`config.mk`:
```
export PLATFORM = sky130hd
export DESIGN_NAME = fxp_dot_sequencer_flat
export DESIGN_NICKNAME = d
export VERILOG_FILES = /design/src/rtl/fxp_dot_sequencer_if.sv /design/src/rtl/fxp_dot_sequencer.sv /design/src/flat_wrapper.sv
export SDC_FILE = /design/constraint.sdc
export NUM_CORES = 1
export LEC_CHECK = 0
export CAP_MARGIN = 30
export CORE_MARGIN = 1.5
export CORE_UTILIZATION = 50
export DETAILED_ROUTE_END_ITERATION = 12
export PLACE_DENSITY = 0.69
export SLEW_MARGIN = 10
export SYNTH_ARGS = -nofsm -noshare
export SYNTH_HDL_FRONTEND = slang
export SYNTH_SLANG_ARGS = --single-unit
```
`constraint.sdc`:
```
create_clock -name clk -period 20.8 [get_ports clk]
set_input_delay 4.16 -clock clk [delete_from_list [all_inputs] [get_ports clk]]
set_output_delay 4.16 -clock clk [all_outputs]
set_load 0.02 [all_outputs]
```
`src/rtl/fxp_dot_sequencer_if.sv`:
```
// Request/result and memory-read bundle for the fixed-point dot-product sequencer.
// The slave side is the sequencer; the master side is the requester plus x/w memories.
interface fxp_dot_sequencer_if #(
    parameter int ADDR_W = 6
);
    logic              i_start;
    logic [ADDR_W:0]   i_len;
    logic [23:0]       i_bias;
    logic              o_rd_en;
    logic [ADDR_W-1:0] o_addr;
    logic [15:0]       i_x;
    logic [15:0]       i_w;
    logic              o_busy;
    logic [23:0]       o_result;
    logic              o_valid;
    logic              o_ovf;

    modport master (
        output i_start, i_len, i_bias, i_x, i_w,
        input  o_rd_en, o_addr, o_busy, o_result, o_valid, o_ovf
    );

    modport slave (
        input  i_start, i_len, i_bias, i_x, i_w,
        output o_rd_en, o_addr, o_busy, o_result, o_valid, o_ovf
    );
endinterface

```
`src/rtl/fxp_dot_sequencer.sv`:
```
// Per-neuron MAC controller: bias + sum(x[k]*w[k]) over one shared Q8.8
// multiplier, with a saturated Q16.8 result.
module fxp_dot_sequencer #(
    parameter int N_MAX  = 64,
    parameter int ADDR_W = 6,
    parameter int ACC_W  = 32
) (
    input  logic                      clk,
    input  logic                      rst,
    fxp_dot_sequencer_if.slave        bus
);
    typedef enum logic [1:0] {
        IDLE,
        READ,
        DRAIN,
        DONE
    } state_t;

    localparam logic [ADDR_W:0] LEN_MAX = (ADDR_W+1)'(N_MAX);

    state_t                   state;
    state_t                   state_nxt;
    logic [ADDR_W:0]          len_q;
    logic [ADDR_W:0]          len_clamp;
    logic [ADDR_W-1:0]        addr_q;
    logic                     drain_q;
    logic                     rd_en;
    logic                     busy;
    logic                     last_addr;
    logic                     start_ok;
    logic                     rd_d1;
    logic                     rd_d2;
    logic signed [31:0]       prod_q;
    logic signed [ACC_W-1:0]  acc_q;
    logic                     sat_hi;
    logic                     sat_lo;
    logic [23:0]              result_q;
    logic                     ovf_q;
    logic                     valid_q;

    assign len_clamp = (bus.i_len > LEN_MAX) ? LEN_MAX : bus.i_len;
    assign start_ok  = (state == IDLE) && bus.i_start;
    assign last_addr = ({1'b0, addr_q} == (len_q - (ADDR_W+1)'(1)));

    // Overflow iff the accumulator bits above the Q16.8 sign bit disagree with it.
    assign sat_hi = !acc_q[ACC_W-1] && (|acc_q[ACC_W-2:23]);
    assign sat_lo =  acc_q[ACC_W-1] && !(&acc_q[ACC_W-2:23]);

    // State register.
    always_ff @(posedge clk) begin
        if (rst) begin
            state <= IDLE;
        end else begin
            state <= state_nxt;
        end
    end

    // Next-state and per-state strobes.
    always_comb begin
        state_nxt = state;
        rd_en     = 1'b0;
        busy      = 1'b0;
        unique case (state)
            IDLE: begin
                if (bus.i_start) begin
                    state_nxt = (len_clamp == '0) ? DRAIN : READ;
                end
            end
            READ: begin
                rd_en = 1'b1;
                busy  = 1'b1;
                if (last_addr) begin
                    state_nxt = DRAIN;
                end
            end
            DRAIN: begin
                busy = 1'b1;
                if (drain_q) begin
                    state_nxt = DONE;
                end
            end
            DONE: begin
                busy      = 1'b1;
                state_nxt = IDLE;
            end
            default: begin
                state_nxt = IDLE;
            end
        endcase
    end

    // Length latch, address counter and two-cycle drain timer.
    always_ff @(posedge clk) begin
        if (rst) begin
            len_q   <= '0;
            addr_q  <= '0;
            drain_q <= 1'b0;
        end else begin
            if (start_ok) begin
                len_q <= len_clamp;
                if (len_clamp != '0) begin
                    addr_q <= '0;
                end
            end else if (state == READ && !last_addr) begin
                addr_q <= addr_q + ADDR_W'(1);
            end
            drain_q <= (state == DRAIN) ? !drain_q : 1'b0;
        end
    end

    // Multiply/accumulate pipeline: product one cycle after the read, add one later.
    always_ff @(posedge clk) begin
        if (rst) begin
            rd_d1  <= 1'b0;
            rd_d2  <= 1'b0;
            prod_q <= '0;
            acc_q  <= '0;
        end else begin
            rd_d1 <= rd_en;
            rd_d2 <= rd_d1;
            if (rd_d1) begin
                prod_q <= $signed(bus.i_x) * $signed(bus.i_w);
            end
            if (start_ok) begin
                acc_q <= {{(ACC_W-24){bus.i_bias[23]}}, bus.i_bias};
            end else if (rd_d2) begin
                acc_q <= acc_q + ACC_W'(prod_q >>> 8);
            end
        end
    end

    // Saturate and publish the result at the end of DONE.
    always_ff @(posedge clk) begin
        if (rst) begin
            result_q <= '0;
            ovf_q    <= 1'b0;
            valid_q  <= 1'b0;
        end else begin
            valid_q <= (state == DONE);
            if (state == DONE) begin
                ovf_q <= sat_hi || sat_lo;
                if (sat_hi) begin
                    result_q <= 24'h7FFFFF;
                end else if (sat_lo) begin
                    result_q <= 24'h800000;
                end else begin
                    result_q <= acc_q[23:0];
                end
            end
        end
    end

    assign bus.o_rd_en  = rd_en;
    assign bus.o_addr   = addr_q;
    assign bus.o_busy   = busy;
    assign bus.o_result = result_q;
    assign bus.o_valid  = valid_q;
    assign bus.o_ovf    = ovf_q;

endmodule

```
`src/flat_wrapper.sv`:
```
// flat-port wrapper written by rule: the top's interface ports become plain ports
module fxp_dot_sequencer_flat 
#(
    parameter int N_MAX  = 64,
    parameter int ADDR_W = 6,
    parameter int ACC_W  = 32
)
  (clk, rst, bus_i_start, bus_i_len, bus_i_bias, bus_i_x, bus_i_w, bus_o_rd_en, bus_o_addr, bus_o_busy, bus_o_result, bus_o_valid, bus_o_ovf);
  fxp_dot_sequencer_if #(.ADDR_W(ADDR_W)) bus_i ();
  input  logic clk;
  input  logic rst;
  input wire logic [$bits(bus_i.i_start)-1:0] bus_i_start;
  input wire logic [$bits(bus_i.i_len)-1:0] bus_i_len;
  input wire logic [$bits(bus_i.i_bias)-1:0] bus_i_bias;
  input wire logic [$bits(bus_i.i_x)-1:0] bus_i_x;
  input wire logic [$bits(bus_i.i_w)-1:0] bus_i_w;
  output wire logic [$bits(bus_i.o_rd_en)-1:0] bus_o_rd_en;
  output wire logic [$bits(bus_i.o_addr)-1:0] bus_o_addr;
  output wire logic [$bits(bus_i.o_busy)-1:0] bus_o_busy;
  output wire logic [$bits(bus_i.o_result)-1:0] bus_o_result;
  output wire logic [$bits(bus_i.o_valid)-1:0] bus_o_valid;
  output wire logic [$bits(bus_i.o_ovf)-1:0] bus_o_ovf;
  assign bus_i.i_start = bus_i_start;
  assign bus_i.i_len = bus_i_len;
  assign bus_i.i_bias = bus_i_bias;
  assign bus_i.i_x = bus_i_x;
  assign bus_i.i_w = bus_i_w;
  assign bus_o_rd_en = bus_i.o_rd_en;
  assign bus_o_addr = bus_i.o_addr;
  assign bus_o_busy = bus_i.o_busy;
  assign bus_o_result = bus_i.o_result;
  assign bus_o_valid = bus_i.o_valid;
  assign bus_o_ovf = bus_i.o_ovf;
  fxp_dot_sequencer #(.N_MAX(N_MAX), .ADDR_W(ADDR_W), .ACC_W(ACC_W)) u_core (.clk(clk), .rst(rst), .bus(bus_i));
endmodule
```
# Word-level counts from Yosys, hierarchy flattened
# Index checks and enable logic that the tools add are counted.
# Widths: inputs -> output; s select.
dict set report totals {
  rom_bits 0
  register_bits 108
  latchBits 0
  memories 0
  ram_bits 0
  output_inout_bits 34
}
dict set report op_classes {
  n_mux 15
  n_reduce_logical 20
  div 0
  multipliers 1
  bitwise 1
  order_cmp 1
  shifts 0
  eq_ne 8
  addsub 3
}
# cell n
set ops {}
lappend ops {{$mux 32} 2}
lappend ops {{$mux 24} 2}
lappend ops {{$add 32x24->32} 1}
lappend ops {{$mul 16x16->32} 1}
lappend ops {{$mux 6} 3}
lappend ops {{$mux 2} 4}
lappend ops {{$pmux 2 s4} 1}
lappend ops {{$reduce_and 8->1} 1}
lappend ops {{$reduce_or 8->1} 1}
lappend ops {{$eq 6x7->1} 1}
lappend ops {{$gt 7x7->1 const B} 1}
lappend ops {{$logic_not 7->1} 1}
lappend ops {{$mux 7} 1}
lappend ops {{$reduce_bool 7->1} 1}
lappend ops {{$sub 7x1->7 const B} 1}
lappend ops {{$add 6x1->6 const B} 1}
lappend ops {{$eq 2x2->1 const B} 2}
lappend ops {{$logic_and 1x1->1} 4}
lappend ops {{$logic_not 1->1} 4}
lappend ops {{$ne 2x1->1 const B} 2}
lappend ops {{$ne 2x2->1 const B} 2}
lappend ops {{$reduce_bool 2->1} 2}
lappend ops {{$reduce_and 3->1} 1}
lappend ops {{$reduce_or 3->1} 1}
lappend ops {{other kinds (7)} 8}

# Logic depth before layout (Yosys ltp)
# Gate-level depths: netlist of the first run.
dict set report logic_depth {
  depth_word 6
  ltp_mapped 24
  depth_no_buf 23
}

# Worst setup path after synthesis of the first run
# Ideal clock, no wire load.
dict set report synth_path {
  path_type {input -> register}
  from {input port bus_i_w[7]}
  to {register u_core.prod_q[26]}
  setup_time_ps 120
  arrival_ps 9739
  n_path_buf 1
  stages 22
  slack_ps 10942
  required_ps 20680
  cell_sequence {clkbuf_1 > nand2_1 > fa_1 > inv_1 > fa_1 > inv_1 > fa_1 > inv_1 > fa_1 > fa_1 > inv_1 > fa_1 > inv_1 > ha_1 > and4_1 > nor2b_1 > o31a_1 > o32ai_2 > a21oi_2 > a311oi_1 > nor4b_1 > a211o_1}
}
dict set report synth_between {
  elab_chain_len 1
}
# element line
set synth_rtl {}
lappend synth_rtl {{start: declaration} flat_wrapper.sv:16} ;# input wire logic [$bits(bus_i.i_w)-1:0] bus_i_w;
lappend synth_rtl {{$mul 16x16->32} fxp_dot_sequencer.sv:122} ;# prod_q <= $signed(bus.i_x) * $signed(bus.i_w);
lappend synth_rtl {{end signal: assignment} fxp_dot_sequencer.sv:122}
lappend synth_rtl {{end: declaration} fxp_dot_sequencer.sv:33} ;# logic signed [31:0] prod_q;
# No other way between the ends.
# A chain may end at the register's enable or synchronous reset.

# Worst setup path in the final report of the first run
dict set report layout_path {
  from {input port bus_i_x[15]}
  to {register u_core.prod_q[31]}
}
dict set report layout_between {
  elab_chain_len 1
}
# element line
set layout_rtl {}
lappend layout_rtl {{start: declaration} flat_wrapper.sv:15} ;# input wire logic [$bits(bus_i.i_x)-1:0] bus_i_x;
lappend layout_rtl {{$mul 16x16->32} fxp_dot_sequencer.sv:122}
# No other way between the ends.

==> results of run 1 <==
## routing by layer
layer | track usage | up-vias | part of all wire
met1 | 0.291 | 5955 | 0.41
met5 | 0 | - | 0
met2 | 0.420 | 246 | 0.53
li1 | - | 5553 | -
met4 | 0.0770 | 0 | 0.031
met3 | 0.0260 | 76 | 0.032
## cell type report
cell class                      count  area (µm²)  area share
Timing Repair Buffer              105        1030      0.0615
Clock buffer                       10         229      0.0137
Inverter                          290        1090      0.0649
Clock inverter                      6         111     0.00664
Sequential cell                   100        2000       0.119
Tap cell                          390         488      0.0291
Multi-Input combinational cell   1245       11800       0.705
## sequential cells by signal (all words and copies together) (netlist names)
signal,count
u_core.rd_d1,1
u_core.bus.o_ovf,1
u_core.acc_q,32
u_core.len_q,7
u_core.bus.o_result,24
u_core.prod_q,24
u_core.rd_d2,1
u_core.drain_q,1
u_core.bus.o_addr,6
u_core.bus.o_valid,1
u_core.state,2
## synthesized netlist by cell type (6+ instances only)
master	n	area share
a211oi_1	22	0.011
a21o_1	16	0.0079
a21oi_1	96	0.032
a31oi_1	6	0.0025
and2_1	125	0.052
and3_1	6	0.0025
buf_1	7	0.0017
clkbuf_1	63	0.016
dfxtp_1	100	0.13
fa_1	262	0.35
ha_1	116	0.096
inv_1	289	0.072
mux2i_1	25	0.016
nand2_1	161	0.040
nand2b_1	39	0.016
nand3_1	12	0.0040
nand3b_1	9	0.0045
nand4_1	14	0.0058
nor2_1	71	0.018
nor2b_1	13	0.0054
nor3_1	20	0.0066
o211ai_1	6	0.0030
o21a_1	9	0.0045
o21ai_0	61	0.020
o31a_1	8	0.0046
or3_1	8	0.0033
xnor2_1	41	0.024
xor2_1	17	0.0098
## worst min-delay path by stage
stage	startpoint	endpoint	slack, ns	cells past startpoint
after floorplan	u_core.prod_q[23]$_SDFFE_PP0P_	u_core.prod_q[23]$_SDFFE_PP0P_	0.43	2
after global placement	u_core.bus.o_result[3]$_SDFFE_PP0P_	u_core.bus.o_result[3]$_SDFFE_PP0P_	0.46	2
after detailed placement	u_core.bus.o_result[7]$_SDFFE_PP0P_	u_core.bus.o_result[7]$_SDFFE_PP0P_	0.46	2
after CTS	u_core.bus.o_result[7]$_SDFFE_PP0P_	u_core.bus.o_result[7]$_SDFFE_PP0P_	0.47	2
after global routing	u_core.bus.o_result[22]$_SDFFE_PP0P_	u_core.bus.o_result[22]$_SDFFE_PP0P_	0.49	2
final	u_core.bus.o_result[12]$_SDFFE_PP0P_	u_core.bus.o_result[12]$_SDFFE_PP0P_	0.47	2
## logic make-up after synthesis
logic type / count (synthesis)
flops: 100
compound gates: 281
simple gates: 502
fa+ha+maj: 378
buf+inv: 361
xor+xnor: 58
mux: 26
## worst min-delay path, cell delays in order, from the launching register on
cell      delay, ns
dfxtp_1        0.31
nand2b_1       0.06
a21oi_1        0.05
## stage by stage
| stage | cell area [µm²] | hold slack [ns] | util | instances | worst slack (ns) |
|---|---|---|---|---|---|
| final | 16800 | 0.469 | 0.564 | 2146 | 10.16 |
| after global routing | 16800 | 0.494 | 0.564 | 2146 | 9.76 |
| after CTS | 16800 | 0.473 | 0.564 | 2146 | 10.14 |
| after detailed placement | 16400 | 0.461 | 0.553 | 2130 | 9.80 |
| after global placement | 16400 | 0.457 | 0.553 | 2130 | 9.94 |
| after floorplan | 15200 | 0.429 | - | 1706 | 10.94 |
==> results.md, run 1 <==
* Insertion delay of the later-clocked pin in the worst-skew pair at 0.35 ns
* Full die area at 31400 µm²
* Total number of placement rows at 63
* Worst max-slew margin expressed relative to the limit at 0.424
* Critical-path top delay cell: clkdlybuf4s50_1
* Complex-gate fraction of the synthesized area at 0.118
* Length in cells of the worst reg-to-reg path at 12
* Layout filler cell count at 2679
* Commonest cells after routing, fill and taps aside: inv_1, fa_1, nand2_1, and2_1, ha_1
* Post-route minimum period at 10.64 ns
* Largest family of logic cells by synthesized area: adder cells
* Count of final setup violators at 0
* Vias per cell at 5.51
* Initial antenna violation count at 0
* Proportion of synthesized area in mux cells at 0.0172
* CP cell instances: clkdlybuf4s50_1 > nand2_1 > inv_1 > fa_1 > fa_1 > fa_1 > fa_1 > fa_1 > inv_1 > fa_1 > inv_1 > ha_1 > or3_1 > o211ai_1 > o21ai_0 > a31oi_1 > nand3b_1 > o31ai_1 > xnor2_1 > a22o_1
* Period Utilization, post-route at 0.512
* Number of enable flip-flop cells after synthesis at 0
* P&R area growth vs syn at 10.5%
* Die outline width at 177 µm
* Distinct cell type count of the synthesized netlist at 66
* Levels on crit path at 20
* TritonCTS clock tree: built
* Synthesized area per cell at 8.89 µm²
* Maximum clock skew at final layout at 0.00820 ns
* Maximum clock path buffer count at 2
* Beginning of the worst register-to-register path: u_core.prod_q[8]$_SDFFE_PP0P_
* Net total in the final layout at 2195
* Syn Nets at 2150
* Buffer and inverter count on the worst path at 4
* Number of max-cap violations at 0
* Master cell of the clock root buffer: clkbuf_16
* Worst-case register-to-register setup slack at 17.46 ns
* Buffers inserted during post-CTS setup optimization at 0
* Detailed placement HPWL at 28300 µm
* Leading cell type in the layout, fill and taps excluded: inv_1
* Critical Path Source Type: input pin
* Arrival time of the worst setup path at 10.89 ns
* Count of synthesis-stage warnings from yosys at 0
* Core Footprint at 29700 µm²
* Cell family with the largest share of critical-path delay: adder cells
* Area of the mapped netlist at 15200 µm²
* Remaining DRCs at 0
* Total detailed-routing wirelength at 35400 µm
* Worst setup path end: u_core.prod_q[31]$_SDFFE_PP0P_
* Sequential fraction of the synthesis area at 0.132
* Most instantiated flip-flop cell in the synthesis netlist: dfxtp_1
* Maximum fanout count along the critical path at 16
* #FFs+latches synth at 100
* Number of inserted diodes at 0
* Required time worst endpoint at 21.05 ns
* 1st-iter DRT viols at 548
* Initial cell density of the core at 0.511
* Die H at 177 µm
* Parity-gate share of the synthesized area counting xor and xnor cells at 0.0335
* Worst Tran Pin Value at 0.853 ns
* Post-Synth Simple-Gate Area at 0.169
* Clk pin slew, worst setup/hold paths at 0.07 ns
* CTS hold repair buffers at 0
* Global-route congestion overflow total at 0
* Largest net degree at the start of global routing at 61
* TritonCTS sink count at 100
* Antenna Violating Nets Remaining at 0
* CP endpoint kind: flop
* Resized Gates After CTS at 0
* Inserted Clock Buffers at 9
* First-pass GRT wire length at 58500 µm
* Min-delay worst type: flop to flop
* Delay contributed by the slowest stage of the critical path at 0.87 ns
* Worst Setup Path Type: input pin to flop
* Number of detailed-route iterations in the first pass at 5
* Overall via count from detail_route at 11800
* Detailed-route wire length per cell at 16.5 µm
* Fraction of layout instances using a drive strength above 1 at 0.0205
* I/O pin count at 100
* Routability-driven placement congestion ratio at 0.892
* All-layer global routing usage at 0.234
* Vias in the first global route at 12100
* Max-slew violation total from the final report at 0
* FFs w/ async S/R, synth at 0
* Final Hold Violating Endpoints at 0
* CTS H-tree lvls at 3
* Crit path top cell by count: fa_1
* Result of the run: finished clean
* Endpoint of the worst-slack reg-to-reg timing path: u_core.acc_q[22]$_SDFFE_PP0P_
* Critical path startpoint: bus_i_x[15]
* Synthesized instance count at 1706
* Buffers on Ports at 99
* Final sum of negative setup slack at 0 ns
* Adder and majority gate portion of the synthesized area at 0.441
* Timing-limited maximum frequency at 94.0 MHz
* RSZ-0062 raised after global routing: no
Power of run 1 is left out: the tool's default activity adds up to more than one toggle a clock period on the data nets, which glitch-free logic cannot reach.
==> inputs of run 2 (changes only) <==
clock period = 10.3 ns   (was 20.8 ns; I/O delays follow)
==> run 2 against run 1 <==
Compared with the run above:
- hold slack improved by 0.0055 ns
- clock skew fell by 0.0014 ns
- critical path depth did not move
- die area did not move
- register-to-register slack got worse by 11 ns
- cell count barely moved
- flip-flop and latch count did not move
- highest routed layer unchanged
- largest cell class unchanged
- sequential share of layout area barely moved
- via count rose by 0.16%
- global-route usage rose by 0.11 points
==> results.md, run 2 (synthesis gave the netlist of run 1 again) <==
* Core Footprint at 29700 µm²
* Critical Path Source Type: input pin
* RSZ-0062 raised after global routing: no
* Total detailed-routing wirelength at 35300 µm
* Die outline width at 177 µm
* Resized Gates After CTS at 0
* Buffer and inverter count on the worst path at 4
* Min-delay worst type: flop to flop
* Maximum fanout count along the critical path at 16
* Global-route congestion overflow total at 0
* Die H at 177 µm
* Critical-path top delay cell: clkdlybuf4s50_1
* I/O pin count at 100
* Length in cells of the worst reg-to-reg path at 12
* Period Utilization, post-route at 0.833
* Largest register FFs at 32
* Timing-limited maximum frequency at 117 MHz
* Routability-driven placement congestion ratio at 0.892
* CTS hold repair buffers at 0
* Remaining DRCs at 0
* Number of max-cap violations at 0
* Number of inserted diodes at 0
* Arrival time of the worst setup path at 8.82 ns
* Detailed placement HPWL at 28300 µm
* Number of detailed-route iterations in the first pass at 7
* Cell family with the largest share of critical-path delay: adder cells
* Crit path top cell by count: fa_1
* Total number of placement rows at 63
* Leading cell type in the layout, fill and taps excluded: inv_1
* Full die area at 31400 µm²
* Maximum clock path buffer count at 2
* Initial antenna violation count at 0
* All-layer global routing usage at 0.235
* Overall via count from detail_route at 11800
* Largest net degree at the start of global routing at 61
* Final sum of negative setup slack at 0 ns
* Layout filler cell count at 2677
* Max-slew violation total from the final report at 0
* Vias per cell at 5.52
* Maximum clock skew at final layout at 0.00675 ns
* CP cell instances: clkdlybuf4s50_1 > nand2_1 > inv_1 > fa_1 > fa_1 > fa_1 > fa_1 > fa_1 > inv_1 > fa_1 > inv_1 > ha_1 > or3_1 > o211ai_1 > o21ai_0 > a31oi_1 > nand3b_1 > o31ai_1 > xnor2_1 > a22o_1
* Worst Tran Pin Value at 0.859 ns
* Buffers on Ports at 99
* Required time worst endpoint at 10.54 ns
* Initial cell density of the core at 0.511
* Most flops, register: u_core.acc_q
* Fraction of layout instances using a drive strength above 1 at 0.0199
* Master cell of the clock root buffer: clkbuf_16
* Clk pin slew, worst setup/hold paths at 0.07 ns
* Levels on crit path at 20
* Inserted Clock Buffers at 9
* Result of the run: finished clean
* TritonCTS clock tree: built
* Buffers inserted during post-CTS setup optimization at 0
* CP endpoint kind: flop
* Post-route minimum period at 8.58 ns
* Delay contributed by the slowest stage of the critical path at 0.88 ns
* Worst max-slew margin expressed relative to the limit at 0.420
* CTS H-tree lvls at 3
* Count of final setup violators at 0
* Worst Hold Path Cells at 2
* 1st-iter DRT viols at 629
* Final Hold Violating Endpoints at 0
* Detailed-route wire length per cell at 16.5 µm
* TritonCTS sink count at 100
* Commonest cells after routing, fill and taps aside: inv_1, fa_1, nand2_1, and2_1, ha_1
* Net total in the final layout at 2195
* Antenna Violating Nets Remaining at 0
* Worst Setup Path Type: input pin to flop
* Insertion delay of the later-clocked pin in the worst-skew pair at 0.34 ns
* P&R area growth vs syn at 10.2%
* Vias in the first global route at 12200
* First-pass GRT wire length at 58900 µm
## run 2: worst paths after layout
check,from,endpoint,slack [ns]
worst max-delay path,bus_i_x[15],u_core.prod_q[31]$_SDFFE_PP0P_,1.72
worst min-delay path,u_core.bus.o_result[20]$_SDFFE_PP0P_,u_core.bus.o_result[20]$_SDFFE_PP0P_,0.47
worst max register to register,u_core.prod_q[8]$_SDFFE_PP0P_,u_core.acc_q[22]$_SDFFE_PP0P_,6.95
worst min register to register,u_core.bus.o_result[20]$_SDFFE_PP0P_,u_core.bus.o_result[20]$_SDFFE_PP0P_,0.47
## run 2: per-layer routing
layer  share of wire  vias up  global-route usage  wire length (µm)
met5               0        -                   0                 0
met4           0.035        0              0.0858              1250
met3           0.030       82              0.0204              1050
met2            0.53      246               0.420             18600
met1            0.41     5977               0.294             14400
li1                -     5544                   -                 -
## run 2: through the flow
stage | cells | area, µm² | hold slack [ns] | utilization | worst slack, ns
finish | 2145 | 16700 | 0.475 | 0.562 | 1.72
global route | 2145 | 16700 | 0.500 | 0.562 | 1.35
detailed placement | 2130 | 16400 | 0.461 | 0.553 | 1.41
CTS | 2145 | 16700 | 0.473 | 0.562 | 1.76
floorplan | 1706 | 15200 | 0.429 | - | 2.54
global placement | 2130 | 16400 | 0.457 | 0.553 | 1.54
## run 2: cell type report
cell class / count / area [µm²] / area share
clock buffer: 11 / 243 / 0.0145
clock inverter: 4 / 50.0 / 0.00299
inverter: 290 / 1090 / 0.0651
multi-input combinational: 1245 / 11800 / 0.707
sequential: 100 / 2000 / 0.120
tap: 390 / 488 / 0.0292
timing repair buffer: 105 / 1030 / 0.0617
## run 2: worst register-to-register path: cells and delay by family (launching register included)
| family | cells | cell delay [ns] |
|---|---|---|
| AOI/OAI and AO/OA | 7 | 2.28 |
| xor gates and xnor gates | 1 | 0.10 |
| buffers and inverters | 1 | 0.07 |
| and+or+nand+nor | 1 | 0.07 |
| DFF | 1 | 0.34 |
| adders and majority gates | 2 | 0.38 |
Power of run 2 is left out for the same reason.
==> inputs of run 3 (changes only) <==
clock period = 8.3 ns   (was 10.3 ns; I/O delays follow)
==> run 3 against run 2 <==
Compared with the run above:
- flip-flop and latch count is the same
- largest cell class unchanged
- wire length grew 0.71%
- highest routed layer unchanged
- register-to-register slack lost 2.0 ns
- global-route usage grew 0.15 points
==> results.md, run 3 (synthesis gave the netlist of run 1 again) <==
* Final sum of negative setup slack at 0 ns
* Core Footprint at 29700 µm²
* P&R area growth vs syn at 12.1%
* CTS hold repair buffers at 0
* I/O pin count at 100
* Initial cell density of the core at 0.511
* CP endpoint kind: flop
* Fraction of layout instances using a drive strength above 1 at 0.0402
* Vias per cell at 5.51
* All-layer global routing usage at 0.236
* First-pass GRT wire length at 59500 µm
* Detailed-route wire length per cell at 16.3 µm
* Final standard cell count with taps included and fillers excluded at 2182
* Timing-limited maximum frequency at 128 MHz
* Largest net degree at the start of global routing at 81
* Total number of placement rows at 63
* Required time worst endpoint at 8.54 ns
* Full die area at 31400 µm²
* Maximum clock path buffer count at 2
* RSZ-0062 raised after global routing: no
* Insertion delay of the later-clocked pin in the worst-skew pair at 0.35 ns
* Critical-path top delay cell: clkdlybuf4s50_1
* Placed Instances at 2165
* Number of max-cap violations at 0
* Max-slew violation total from the final report at 0
* Commonest cells after routing, fill and taps aside: inv_1, fa_1, nand2_1, and2_1, ha_1
* Min-delay worst type: flop to flop
* TritonCTS clock tree: built
* Vias in the first global route at 12200
* Master cell of the clock root buffer: clkbuf_16
* Total detailed-routing wirelength at 35600 µm
* Cell Pwr Density at 461 nW/µm²
* Resized Gates After CTS at 0
* Overall via count from detail_route at 12000
* Post-route minimum period at 7.83 ns
* Crit path top cell by count: fa_1
* Net total in the final layout at 2231
* Maximum fanout count along the critical path at 16
* Worst Setup Path Type: input pin to flop
* Worst max-slew margin expressed relative to the limit at 0.363
* Die H at 177 µm
* Die outline width at 177 µm
* Multi-input combinational cell area at 11800 µm²
* Count of final setup violators at 0
* Most flops, register: u_core.acc_q
* Buffers inserted during post-CTS setup optimization at 0
* Number of detailed-route iterations in the first pass at 5
* Period Utilization, post-route at 0.943
* Initial antenna violation count at 0
* Maximum clock skew at final layout at 0.00944 ns
* Detailed placement HPWL at 29300 µm
* Number of inserted diodes at 0
* TritonCTS sink count at 100
* Register Area at 2000 µm²
* Worst Tran Pin Value at 0.943 ns
* Layout filler cell count at 2691
* Delay contributed by the slowest stage of the critical path at 0.70 ns
* Result of the run: finished clean
* Antenna Violating Nets Remaining at 0
* Global-route congestion overflow total at 0
* Max rail drop VDD at 0.690 mV
* Routability-driven placement congestion ratio at 0.903
* Inserted Clock Buffers at 9
* 1st-iter DRT viols at 784
* Clk pin slew, worst setup/hold paths at 0.07 ns
* Reported leakage power at 7.83 nW
* Leading cell type in the layout, fill and taps excluded: inv_1
* Arrival time of the worst setup path at 8.07 ns
* CTS H-tree lvls at 3
* Largest register FFs at 32
* Remaining DRCs at 0
* Critical Path Source Type: input pin
* Buffers on Ports at 99
* CP cell instances: clkdlybuf4s50_1 > and2_1 > fa_1 > inv_1 > fa_1 > fa_1 > inv_1 > fa_1 > fa_1 > inv_1 > fa_1 > inv_1 > ha_1 > and4_1 > nor2b_1 > o31a_1 > o32ai_2 > a21oi_2 > a311oi_1 > nor4b_1 > a211o_1
* Final Hold Violating Endpoints at 0
-- run 3: layer usage --
metal	vias up	routed length (µm)	GRT usage
li1	5614	-	-
met1	6064	14700	0.303
met2	276	18800	0.421
met3	63	1060	0.0202
met4	0	959	0.0727
met5	-	0	0
-- run 3: stage by stage --
step	utilization	setup WS [ns]	power, mW	hold WS [ns]	cell area, µm²
after floorplan	-	0.942	5.95	0.429	15200
after global placement	0.561	0.259	7.28	0.456	16700
after detailed placement	0.561	0.126	7.42	0.460	16700
after CTS	0.572	0.489	7.89	0.465	17000
after global routing	0.572	0.196	8.81	0.491	17000
final	0.572	0.469	7.83	0.468	17000
-- run 3: worst paths after layout --
check | end | from | slack (ns) | cells after the start
worst max register to register | u_core.acc_q[22]$_SDFFE_PP0P_ | u_core.acc_q[0]$_SDFFE_PP0P_ | 5.00 | 12
worst max-delay path | u_core.prod_q[26]$_SDFFE_PP0P_ | bus_i_w[4] | 0.47 | 21
worst min register to register | u_core.prod_q[23]$_SDFFE_PP0P_ | u_core.prod_q[23]$_SDFFE_PP0P_ | 0.47 | 2
worst min-delay path | u_core.prod_q[23]$_SDFFE_PP0P_ | u_core.prod_q[23]$_SDFFE_PP0P_ | 0.47 | 2
-- run 3: where the power goes --
part	switching, mW	internal, mW
Clock	0.190	0.243
Combinational	3.68	3.06
Sequential	0.0828	0.579
Total	3.95	3.88
-- run 3: critical path, delay by kind of cell --
family,cells,cell delay [ns]
buffers and inverters,5,0.91
AO/OA/AOI/OAI,5,1.38
AND/OR/NAND/NOR,4,0.80
adder cells (fa/ha/maj),7,3.32
-- run 3: layout make-up --
cell class,instances,share of cell area
Clock buffer,11,0.0143
Clock inverter,5,0.00361
Inverter,290,0.0640
Multi-Input combinational cell,1245,0.695
Sequential cell,100,0.118
Tap cell,390,0.0287
Timing Repair Buffer,141,0.0770
Note: power is estimated with default switching activity, not from simulation.
